File: config.mk
export PLATFORM = sky130hd
export DESIGN_NAME = nonlinear_job_scheduler
export DESIGN_NICKNAME = d
export VERILOG_FILES = /design/src/rtl/nonlinear_job_scheduler.sv
export SDC_FILE = /design/constraint.sdc
export NUM_CORES = 1
export LEC_CHECK = 0
export CORE_MARGIN = 5
export CORE_UTILIZATION = 41
export DETAILED_ROUTE_END_ITERATION = 16
export PLACE_DENSITY = 0.59
export SLEW_MARGIN = 20
export SYNTH_ARGS = -nofsm -noshare
export SYNTH_HDL_FRONTEND = slang
export SYNTH_SLANG_ARGS = --single-unit
File: constraint.sdc
create_clock -name clk -period 7.7 [get_ports clk]
set_input_delay 1.54 -clock clk [delete_from_list [all_inputs] [get_ports clk]]
set_output_delay 1.54 -clock clk [all_outputs]
set_load 0.005 [all_outputs]
File: src/rtl/nonlinear_job_scheduler.sv
// Job queue and sequencer for the nonlinear activation block: pops one descriptor at a time,
// drives config/enable, waits for finish (or timeout) and arbitrates external LUT writes.
module nonlinear_job_scheduler #(
   parameter int unsigned FIFO_DEPTH     = 4,
   parameter int unsigned TIMEOUT_CYCLES = 2**20,
   localparam int         PW             = $clog2(FIFO_DEPTH),
   localparam int         CW             = PW + 1
) (
   input  logic          clk,
   input  logic          reset,
   input  logic          job_valid,
   output logic          job_ready,
   input  logic          job_mode,
   input  logic [2:0]    job_type,
   input  logic [31:0]   job_cycles,
   input  logic [7:0]    job_shift,
   input  logic          lut_wr_req,
   input  logic [5:0]    lut_wr_addr,
   input  logic [7:0]    lut_wr_data,
   output logic          lut_wr_gnt,
   output logic          enable_nonlinear_block,
   output logic          enable_pooling,
   output logic          enable_sig_tanh,
   output logic [2:0]    type_nonlinear_function,
   output logic [31:0]   NUMBER_OF_ACTIVATION_CYCLES,
   output logic [7:0]    SHIFT_FIXED_POINT,
   output logic          wr_en_ext_lut,
   output logic [5:0]    wr_addr_ext_lut,
   output logic [7:0]    wr_data_ext_lut,
   input  logic          finished_activation,
   input  logic          clear_err,
   output logic          busy,
   output logic          job_done,
   output logic          job_err,
   output logic          timeout_err,
   output logic [CW-1:0] fifo_count
);

   typedef struct packed {
      logic        mode;
      logic [2:0]  typ;
      logic [31:0] cycles;
      logic [7:0]  shift;
   } job_t;

   typedef enum logic [1:0] {IDLE, LOAD, RUN, DONE} state_t;

   job_t          mem_q [FIFO_DEPTH];
   logic [PW-1:0] wr_ptr_q, rd_ptr_q;
   logic [CW-1:0] count_q;
   state_t        state_q;
   logic [31:0]   run_cnt_q;

   logic          en_q, pool_q, sig_q, done_q, err_q, terr_q, wr_en_q;
   logic [2:0]    type_q;
   logic [31:0]   cycles_q;
   logic [7:0]    shift_q;
   logic [5:0]    wr_addr_q;
   logic [7:0]    wr_data_q;

   logic full, empty, push, pop, timeout_hit;

   assign full        = (count_q == CW'(FIFO_DEPTH));
   assign empty       = (count_q == '0);
   // Combinational handshakes are gated by reset so every output reads 0 while it is held.
   assign job_ready   = reset & ~full;
   assign push        = job_valid & job_ready;
   assign lut_wr_gnt  = reset & lut_wr_req & (state_q == IDLE) & empty;
   assign pop         = reset & (state_q == IDLE) & ~empty & ~lut_wr_gnt;
   assign timeout_hit = (TIMEOUT_CYCLES != 0) && (run_cnt_q == 32'(TIMEOUT_CYCLES - 1));

   assign busy                        = (state_q != IDLE) | ~empty;
   assign fifo_count                  = count_q;
   assign enable_nonlinear_block      = en_q;
   assign enable_pooling              = pool_q;
   assign enable_sig_tanh             = sig_q;
   assign type_nonlinear_function     = type_q;
   assign NUMBER_OF_ACTIVATION_CYCLES = cycles_q;
   assign SHIFT_FIXED_POINT           = shift_q;
   assign wr_en_ext_lut               = wr_en_q;
   assign wr_addr_ext_lut             = wr_addr_q;
   assign wr_data_ext_lut             = wr_data_q;
   assign job_done                    = done_q;
   assign job_err                     = err_q;
   assign timeout_err                 = terr_q;

   always_ff @(posedge clk) begin
      if (push) mem_q[wr_ptr_q] <= '{mode: job_mode, typ: job_type, cycles: job_cycles, shift: job_shift};
   end

   always_ff @(posedge clk) begin
      if (!reset) begin
         wr_ptr_q  <= '0;
         rd_ptr_q  <= '0;
         count_q   <= '0;
         state_q   <= IDLE;
         run_cnt_q <= '0;
         en_q      <= 1'b0;
         pool_q    <= 1'b0;
         sig_q     <= 1'b0;
         type_q    <= '0;
         cycles_q  <= '0;
         shift_q   <= '0;
         done_q    <= 1'b0;
         err_q     <= 1'b0;
         terr_q    <= 1'b0;
         wr_en_q   <= 1'b0;
         wr_addr_q <= '0;
         wr_data_q <= '0;
      end else begin
         done_q  <= 1'b0;
         err_q   <= 1'b0;
         wr_en_q <= lut_wr_gnt;
         if (lut_wr_gnt) begin
            wr_addr_q <= lut_wr_addr;
            wr_data_q <= lut_wr_data;
         end
         if (push) wr_ptr_q <= wr_ptr_q + 1'b1;
         if (pop)  rd_ptr_q <= rd_ptr_q + 1'b1;
         if (push && !pop)      count_q <= count_q + 1'b1;
         else if (!push && pop) count_q <= count_q - 1'b1;
         // A timeout on the same edge overrides the clear below.
         if (clear_err) terr_q <= 1'b0;
         case (state_q)
            IDLE: if (pop) begin
               pool_q   <= ~mem_q[rd_ptr_q].mode;
               sig_q    <= mem_q[rd_ptr_q].mode;
               type_q   <= mem_q[rd_ptr_q].typ;
               cycles_q <= mem_q[rd_ptr_q].cycles;
               shift_q  <= mem_q[rd_ptr_q].shift;
               state_q  <= LOAD;
            end
            LOAD: if (cycles_q == '0) begin
               done_q  <= 1'b1;
               state_q <= DONE;
            end else begin
               en_q      <= 1'b1;
               run_cnt_q <= '0;
               state_q   <= RUN;
            end
            RUN: if (finished_activation) begin
               en_q    <= 1'b0;
               done_q  <= 1'b1;
               state_q <= DONE;
            end else if (timeout_hit) begin
               en_q    <= 1'b0;
               done_q  <= 1'b1;
               err_q   <= 1'b1;
               terr_q  <= 1'b1;
               state_q <= DONE;
            end else begin
               run_cnt_q <= run_cnt_q + 32'd1;
            end
            DONE: state_q <= IDLE;
            default: state_q <= IDLE;
         endcase
      end
   end

endmodule

==> flow_summary.toml <==
[run_status]
run_status = "finished clean"

[final_layout]
fill_cells = 2304
fin_nets = 1029
final_area_um2 = 13600
area_growth_pct = 23.9
n_antenna_cell = 0
drive_gt1_share_pct = 12.8
fin_util_pct = 51.1

[route]
finalWirelength_um = 24500
ant_nets = 0
avgRoutedWirePerCell_um = 18.5
vias = 6921
viasPerCell = 5.25
first_iter_violations = 492
drtPass1Iterations = 5
route.detailed.drc = 0

[clock_network]
cts_resized = 0
numCtsBuffers = 30
htree_levels = 1
cts_sinks = 283
cts_root_buffer = "clkbuf_16"
cts_tree = "yes"
hold_buffers = 0
clock_path_buffers = 3
clk_pin_slew_ns = 0.06
postCtsSetupRepairBufs = 0
clk_latency_ns = 0.56

[critical_path]
cp_max_fo = 34
end_kind = "output pin"
startpoint_type = "primary input"
worstPathArrival_ns = 3.29
crit_type = "primary input to output pin"
worstPathRequired_ns = 6.16

[timing]
rsz0062_at_grt = "no"
timing.final.crit_share_pct = 62.7
report.final.slew_viol_count = 0
fin_setup_tns_ns = 0
max_slew_margin_pct = 36.6
finalSetupViolations = 0
clock_skew_ns = 0.0164
worst_hold_slack_ns = 0.458
hold_viol = 0
max_freq_mhz = 207
fin_crit_ns = 4.83
tightest_slew_ns = 0.950

[yosys]
syn_nets = 896
ys_ff_latch = 283
synth.distinct_cells = 50
synth_edf_count = 176
avgSynthCellArea_um2 = 13.4
ys.flop_type = "edfxtp_1"
synth-seq-area-share_pct = 67.5
synth_area_leaders = "edfxtp_1 (48%), dfxtp_1 (19%), mux4_2 (9.0%), nand2_1 (5.5%), nand3_1 (2.7%)"
yosysTopAreaCellShare_pct = 48.1
synthArstFlopShare_pct = 0
yosys_warnings = 0
netlist_area_um2 = 11000
synthCells = 821
yosys.area.top_type = "edfxtp_1"

[placement]
gp_congestion = 0.824
dpl.hpwl_um = 14700
numPortBuffers = 133
postPlaceCellArea_um2 = 12700

[floorplanning]
die_area_um2 = 30200
start_util_pct = 41.3
io_pins = 134
fp-row-count = 60
die_w_um = 174
core_area_um2 = 26700
chipHeight_um = 174

[power_and_ir_drop]
p_per_area_nw_per_um2 = 334
ir_drop_mv = 0.228
p_leak_nw = 4.65

[global_routing]
grt_overflow = 0
grt_pass1_vias = 6916
grt_max_degree = 49
grt_pass1_wl_um = 38700
grt_antenna_before_repair = 2
grt_use_total_pct = 16.0

[flow_run]
drv_cap = 0

[min_path]
hold_class = "register to register"
-- per-layer routing --
layer	track usage (%)	vias up	wire [µm]
met5	0	-	21
met1	20.8	3369	10400
met2	27.1	180	12000
met3	4.41	35	1690
li1	-	3333	-
met4	3.30	4	396
-- worst paths after layout --
kind                 startpoint                  to  slack, ns  depth (start not counted)
max                       reset           job_ready       2.87                          5
min          wr_addr_ext_lut[4]  wr_addr_ext_lut[4]       0.46                          2
max reg2reg       fifo_count[0]       fifo_count[2]       4.32                         10
min reg2reg  wr_addr_ext_lut[4]  wr_addr_ext_lut[4]       0.46                          2
-- metrics by stage --
stage,power [mW],instances,setup slack [ns]
2_1_floorplan,2.62,821,3.71
6_report,4.55,1319,2.87
5_1_grt,4.81,1319,2.69
3_3_place_gp,3.21,1263,2.51
4_1_cts,4.62,1319,2.85
3_5_place_dp,3.22,1263,2.44
-- cells in the final DEF, fill, tap and decap left out, types with 10 or more instances in the layout --
cell and count:
edfxtp_1 176, nand2_1 160, clkdlybuf4s50_1 132, dfxtp_1 105
nand3_1 59, mux4_2 44, o21ai_0 40, clkbuf_16 31
nor2_1 27, a21oi_1 16, nor4_1 15, inv_1 14
nor3_1 12, ha_1 10, buf_4 10
-- report_power, final --
group          total (mW)  leakage (nW)  switching (mW)  internal [mW]
sequential           2.07          2.47           0.236           1.84
clock                1.38         0.478           0.582          0.798
combinational        1.10          1.70           0.498          0.600
-- worst max-delay path, stage by stage --
cell and delay (ns):
buf_2 0.50, clkinv_1 0.14, buf_4 0.23, a21oi_1 0.29, clkdlybuf4s50_1 0.57
-- layout make-up --
| type | instances | area (µm²) | share of cell area [%] |
|---|---|---|---|
| inverters | 16 | 60.1 | 0.441 |
| multi-input cells | 480 | 3340 | 24.5 |
| well taps | 341 | 427 | 3.13 |
| clock buffers | 44 | 885 | 6.49 |
| repair buffers | 143 | 1400 | 10.3 |
| flip-flops and latches | 283 | 7430 | 54.5 |
| clock inverters | 12 | 87.6 | 0.643 |
-- cells by family after synthesis --
kind of cell | after synthesis | share of synthesized area (%)
and+or+nand+nor | 320 | 13.5
DFF | 283 | 67.5
AOI/OAI and AO/OA | 93 | 5.34
buffers and inverters | 58 | 2.23
muxes | 49 | 9.47
adders and majority gates | 11 | 1.32
xor gates and xnor gates | 7 | 0.558
-- flip-flops by register name (all words and copies together), names as in the netlist, 2 cells and up, named ones only --
name,flops
NUMBER_OF_ACTIVATION_CYCLES,32
wr_data_ext_lut,8
rd_ptr_q,2
state_q,2
wr_addr_ext_lut,6
fifo_count,3
wr_ptr_q,2
type_nonlinear_function,3
SHIFT_FIXED_POINT,8
mem_q,176
run_cnt_q,32
-- cell usage after synthesis, drive strengths merged (2+ instances only) --
| cell type | count |
|---|---|
| o221a | 6 |
| xnor2 | 3 |
| nor4 | 15 |
| nor2 | 28 |
| o31ai | 4 |
| o21ai | 44 |
| edfxtp | 176 |
| nand2 | 160 |
| or4 | 6 |
| or2 | 2 |
| clkbuf | 29 |
| mux2i | 5 |
| inv | 15 |
| and4 | 2 |
| nand3 | 59 |
| a21o | 4 |
| nor4b | 2 |
| mux4 | 44 |
| a21oi | 17 |
| and2 | 5 |
| dfxtp | 107 |
| xor2 | 4 |
| or3 | 9 |
| nor3 | 12 |
| nand4 | 9 |
| a31oi | 10 |
| buf | 13 |
| ha | 10 |
| and3 | 10 |
No activity file was read; power rests on OpenSTA's default activity.
